### src/rtl/sort_pkg.sv
// Shared types and defaults for the sorted frame reader.
// Contents:
//   SORT_WIDTH, SORT_N  default element width and elements per frame
//   elem_t              one element of the default width
//   rd_state_t          reader FSM states
package sort_pkg;

    localparam int SORT_WIDTH = 8;
    localparam int SORT_N     = 8;

    typedef logic [SORT_WIDTH-1:0] elem_t;

    typedef enum logic [1:0] {
        IDLE,
        CHECK,
        SEND
    } rd_state_t;

endpackage

### src/rtl/order_check.sv
// Combinational order checker.
// It compares each pair of adjacent elements of the captured frame.
// Ports:
//   elems      in   N x WIDTH  captured frame; elems[0] is expected to be the smallest
//   unordered  out  1          high if any elems[i] > elems[i+1] (unsigned compare)
// Equal neighbours count as ordered.
module order_check #(
    parameter int WIDTH = 8,
    parameter int N     = 8
) (
    input  logic [WIDTH-1:0] elems [N],
    output logic             unordered
);

    always_comb begin
        unordered = 1'b0;
        for (int i = 0; i < N - 1; i++) begin
            if (elems[i] > elems[i+1]) begin
                unordered = 1'b1;
            end
        end
    end

endmodule

### src/rtl/sorted_frame_reader.sv
// Sorted frame reader.
// It accepts one parallel frame of N sorted elements and checks that the frame is
// non-decreasing. It then streams the elements out one per beat.
// Ports:
//   clk, rst_n           clock (rising edge), asynchronous active-low reset
//   in_valid/in_ready    parallel frame handshake; in_data element i at [i*WIDTH +: WIDTH]
//   out_valid/out_ready  byte stream handshake
//   out_data, out_idx    current element and its index
//   out_last             high on the beat with out_idx == N-1
//   out_err              order check failed; constant across the frame
//   frame_cnt, err_cnt   saturating counters of streamed frames and of errored frames
//                        (present only when SORT_STATS_EN is defined)
// State table:
//   IDLE  | waiting for a frame, in_ready high
//   CHECK | one cycle to register the order check result
//   SEND  | streaming buffer[idx], idx advances on each accepted beat
import sort_pkg::*;

module sorted_frame_reader #(
    parameter int WIDTH = SORT_WIDTH,
    parameter int N     = SORT_N,
    localparam int IDXW = $clog2(N)
) (
    input  logic               clk,
    input  logic               rst_n,
    input  logic               in_valid,
    output logic               in_ready,
    input  logic [N*WIDTH-1:0] in_data,
    output logic               out_valid,
    input  logic               out_ready,
    output logic [WIDTH-1:0]   out_data,
    output logic [IDXW-1:0]    out_idx,
    output logic               out_last,
    output logic               out_err
`ifdef SORT_STATS_EN
    ,
    output logic [15:0]        frame_cnt,
    output logic [15:0]        err_cnt
`endif
);

    rd_state_t         state_q, state_d;
    logic [WIDTH-1:0]  frame_q [N];
    logic [IDXW-1:0]   idx_q;
    logic              err_q;
    logic              unordered;
    logic              in_fire;
    logic              out_fire;
    logic              last_beat;

    assign in_fire   = in_valid && in_ready;
    assign out_fire  = out_valid && out_ready;
    assign last_beat = (idx_q == IDXW'(N - 1));
    assign out_idx   = idx_q;

    order_check #(.WIDTH(WIDTH), .N(N)) u_order_check (
        .elems     (frame_q),
        .unordered (unordered)
    );

    always_ff @(posedge clk or negedge rst_n) begin
        if (!rst_n) begin
            state_q <= IDLE;
        end else begin
            state_q <= state_d;
        end
    end

    // The stream outputs are forced to zero outside SEND.
    // This keeps idle outputs at their reset values after a frame has been streamed.
    always_comb begin
        state_d   = state_q;
        in_ready  = 1'b0;
        out_valid = 1'b0;
        out_data  = '0;
        out_last  = 1'b0;
        out_err   = 1'b0;
        case (state_q)
            IDLE: begin
                in_ready = 1'b1;
                if (in_valid) begin
                    state_d = CHECK;
                end
            end
            CHECK: begin
                state_d = SEND;
            end
            SEND: begin
                out_valid = 1'b1;
                out_data  = frame_q[idx_q];
                out_last  = last_beat;
                out_err   = err_q;
                if (out_ready && last_beat) begin
                    state_d = IDLE;
                end
            end
            default: begin
                state_d = IDLE;
            end
        endcase
    end

    always_ff @(posedge clk or negedge rst_n) begin
        if (!rst_n) begin
            for (int i = 0; i < N; i++) begin
                frame_q[i] <= '0;
            end
        end else if (in_fire) begin
            for (int i = 0; i < N; i++) begin
                frame_q[i] <= in_data[i*WIDTH +: WIDTH];
            end
        end
    end

    always_ff @(posedge clk or negedge rst_n) begin
        if (!rst_n) begin
            idx_q <= '0;
            err_q <= 1'b0;
        end else if (state_q == CHECK) begin
            idx_q <= '0;
            err_q <= unordered;
        end else if (out_fire) begin
            idx_q <= last_beat ? '0 : idx_q + IDXW'(1);
        end
    end

`ifdef SORT_STATS_EN
    always_ff @(posedge clk or negedge rst_n) begin
        if (!rst_n) begin
            frame_cnt <= '0;
            err_cnt   <= '0;
        end else if (out_fire && last_beat) begin
            if (frame_cnt != 16'hFFFF) begin
                frame_cnt <= frame_cnt + 16'd1;
            end
            if (err_q && (err_cnt != 16'hFFFF)) begin
                err_cnt <= err_cnt + 16'd1;
            end
        end
    end
`endif

endmodule
### config.mk
export PLATFORM = sky130hd
export DESIGN_NAME = sorted_frame_reader
export DESIGN_NICKNAME = d
export VERILOG_FILES = /design/src/rtl/sort_pkg.sv /design/src/rtl/order_check.sv /design/src/rtl/sorted_frame_reader.sv
export SDC_FILE = /design/constraint.sdc
export NUM_CORES = 1
export LEC_CHECK = 0
export ABC_CLOCK_PERIOD_IN_PS = 5600
export BUFFER_PORTS_ARGS = -buffer_cell sky130_fd_sc_hd__buf_2
export CORE_MARGIN = 3
export CORE_UTILIZATION = 40
export DETAILED_ROUTE_END_ITERATION = 10
export MAX_ROUTING_LAYER = met4
export PLACE_DENSITY = 0.7
export SLEW_MARGIN = 20
export SYNTH_ARGS = -nofsm -noshare
export SYNTH_HDL_FRONTEND = slang
export SYNTH_HIERARCHICAL = 1
export SYNTH_SLANG_ARGS = --single-unit
export TNS_END_PERCENT = 30
### constraint.sdc
create_clock -name clk -period 5.6 [get_ports clk]
set_input_delay 0.28 -clock clk [delete_from_list [all_inputs] [get_ports clk]]
set_output_delay 0.28 -clock clk [all_outputs]
set_load 0.05 [all_outputs]
==> reports/metrics.yaml <==
netSwitchingFraction_pct: 43.19
via_per_inst: 5.292
post_drt_wl_per_cell_um: 16.76
ant_nets: 0
fmax_ghz: 0.3948
grt_pass1_vias: 3630
ir_drop_v: 0.0003175
p_int_uw: 2092
hold_path_class: "input pin to asynchronous set/reset pin"
vias: 3498
synthAdderAreaFrac_pct: 14.78
cp-end-kind: "output port"
p_seq_share_pct: 30.5
drc: 0
crit_start: "out_idx[1]"
synth_area_leaders: "dfrtp_1 (36%), mux2_4 (15%), ha_1 (15%), mux2i_1 (6.5%), inv_1 (4.7%)"
post-cts-setup-buffers: 0
cts_root_buf: "clkbuf_16"
grt_max_degree: 71
cts_max_path_buffers: 2
cts_buffers: 9
synth_compound_area_share_pct: 9.172
antenna-diode-count: 0
r2r_slack_ns: 3.39
rows: 39
setup_tns_ns: 0
clk_latency_ns: 0.34
synth-simple-area-share_pct: 7.261
fin_cells: 661
port_buffers: 82
p_sw_uw: 1590
p_clk_share_pct: 14.6
hold_viol_final: 0
ys_warn_count: 6
syn_area_per_cell_um2: 11.37
worstPathMaxFanout: 36
status: "finished clean"
htree_levels: 3
initial_utilization_pct: 41.93
setup_violations: 0
die_h_um: 116.8
max_slew_margin_pct: 36.03
antenna_found_initial: 0
muxShareOfSynthArea_pct: 25.17
drt_iter0_markers: 165
cts_sinks: 70
r2r_end: "err_q"
clk_pin_slew_ns: 0.06
path_class: "flip-flop to output port"
yosysUniqueCellTypes: 35
grt-ovfl-total: 0
slew_viol_final: 0
p_per_area_nw_per_um2: 650.8
max_stage_delay_ns: 0.98
worstSetupStartpointType: "flip-flop"
min_period_ns: 2.533
boundaryPins: 83
layout-drive-gt1-share_pct: 32.05
gp_congestion: 0.8582
synth-edff-count: 0
postLayoutSetupSlackWorst_ns: 3.067
post_cts_resize_count: 0
multiInputGateArea_um2: 2769
rr_startpoint: "frame_q[35]"
place_inst: 644
tightest_slew_ns: 0.9596
routed_wl_mm: 11.08
dieArea_um2: 13640
critPathSlowestCell: "dfrtp_2"
arrival_ns: 2.25
nFillCells: 1095
synth_flop_cell: "dfrtp_1"
fin_area_um2: 5657
dp_hpwl_mm: 8.468
r2r_cells: 7
fin_nets: 639
synth_xor_area_share_pct: 0
place_ws_ns: 3.431
synth_nets: 558
synth_largest_area_cell: "dfrtp_1"
synthToLayoutAreaGrowth_pct: 15.18
period_share_pct: 45.23
die_w_um: 116.8
core_area_um2: 11710
layout_common_cells: "buf_2 (82), dfrtp_1 (69), inv_1 (61)"
p_leak_uw: 0.002867
grt_pass1_wl_mm: 18.24
finClkSkew_ns: 0.006197
cp.required_ns: 5.32
synth_top_cell_area_share_pct: 35.67
synth.ff_latch_count: 70
synthArstFlopShare_pct: 100.0
power_frac_comb_pct: 55.0
crit_end: "out_last"
layout_commonest_cell: "buf_2"
synth_cells: 432
grt_usage_pct: 17.86
synth_top_family_by_area: "multiplexers"
hold_buffers: 0
cts_tree: "yes"
drv_cap: 0
ys_seq_area_share_pct: 35.67
crit_chain: "ha_1, ha_1, and3_1, buf_2"
place_area_um2: 5348
netlist_area_um2: 4911
seq_area_um2: 1753
cp_common_cell: "ha_1"
drt_pass1_iterations: 4
rsz0062_at_grt: "no"
==> state kept, by name (all words and copies together), names as in the netlist <==
signal,cells
err_q,1
state_q,2
out_idx,3
frame_q,64
==> synth_stat cells, types with 2 or more instances <==
master	instances
dfrtp_1	70
inv_1	61
ha_1	58
mux2_4	49
mux2i_1	32
a21oi_1	28
a22oi_1	16
mux2_2	16
nand4_1	13
and3_1	11
nand2_1	9
nor2_1	9
nor2b_1	7
o21ai_0	7
buf_12	6
a21o_1	5
a211oi_1	4
nand3_1	4
o211ai_1	4
buf_2	3
o2bb2ai_1	3
buf_1	2
buf_4	2
nor4bb_1	2
==> worst min path at each step <==
stage,from,to,slack [ns],depth (start not counted)
6_report,rst_n,frame_q[46],0.14,2
5_1_grt,in_data[35],frame_q[27],0.16,2
2_1_floorplan,rst_n,err_q,-0.02,0
3_3_place_gp,err_q,err_q,0.51,1
4_1_cts,in_data[34],frame_q[26],0.15,2
3_5_place_dp,err_q,err_q,0.51,1
==> per-layer routing <==
metal,track usage [%],up-vias,routed length (µm)
met3,4.370,13,511
met5,-,-,0
met1,23.27,1692,5249
met4,6.346,0,191
li1,-,1718,-
met2,27.15,75,5126
==> layout make-up <==
| type | count | area share [%] |
|---|---|---|
| multi-input cells | 287 | 48.95 |
| flip-flops and latches | 70 | 30.99 |
| repair buffers | 84 | 7.874 |
| clock buffers | 16 | 4.977 |
| inverters | 61 | 4.048 |
| well taps | 143 | 3.163 |
==> cell families (layout without fill, tap and decap cells) <==
logic type,Yosys count,after routing
muxes,97,97
AOI/OAI and AO/OA,70,70
adders and majority gates,58,58
DFF,70,70
and+or+nand+nor,62,62
buffers and inverters,75,161
==> worst max-delay path: cells and delay by family, from the launching register on <==
family / cells / cell delay, ns
simple gates: 1 / 0.16
flops: 1 / 0.98
buf+inv: 1 / 0.25
fa+ha+maj: 2 / 0.51
==> per-stage QoR <==
stage / hold slack, ns / total power [µW] / util (%)
global route: 0.1577 / 3997 / 48.30
floorplan: -0.01559 / 2663 / -
CTS: 0.1497 / 3694 / 48.07
finish: 0.1439 / 3682 / 48.30
detailed placement: 0.5122 / 3130 / 45.66
global placement: 0.5067 / 3024 / 45.66
==> power groups by stage <==
stage,clock (µW),combinational (µW),sequential [µW]
3_5_place_dp,0,2000,1130
2_1_floorplan,0,1670,991
4_1_cts,555,2010,1130
5_1_grt,576,2250,1170
3_3_place_gp,0,1900,1130
6_report,536,2020,1120
Note: power is estimated with default switching activity, not from simulation.
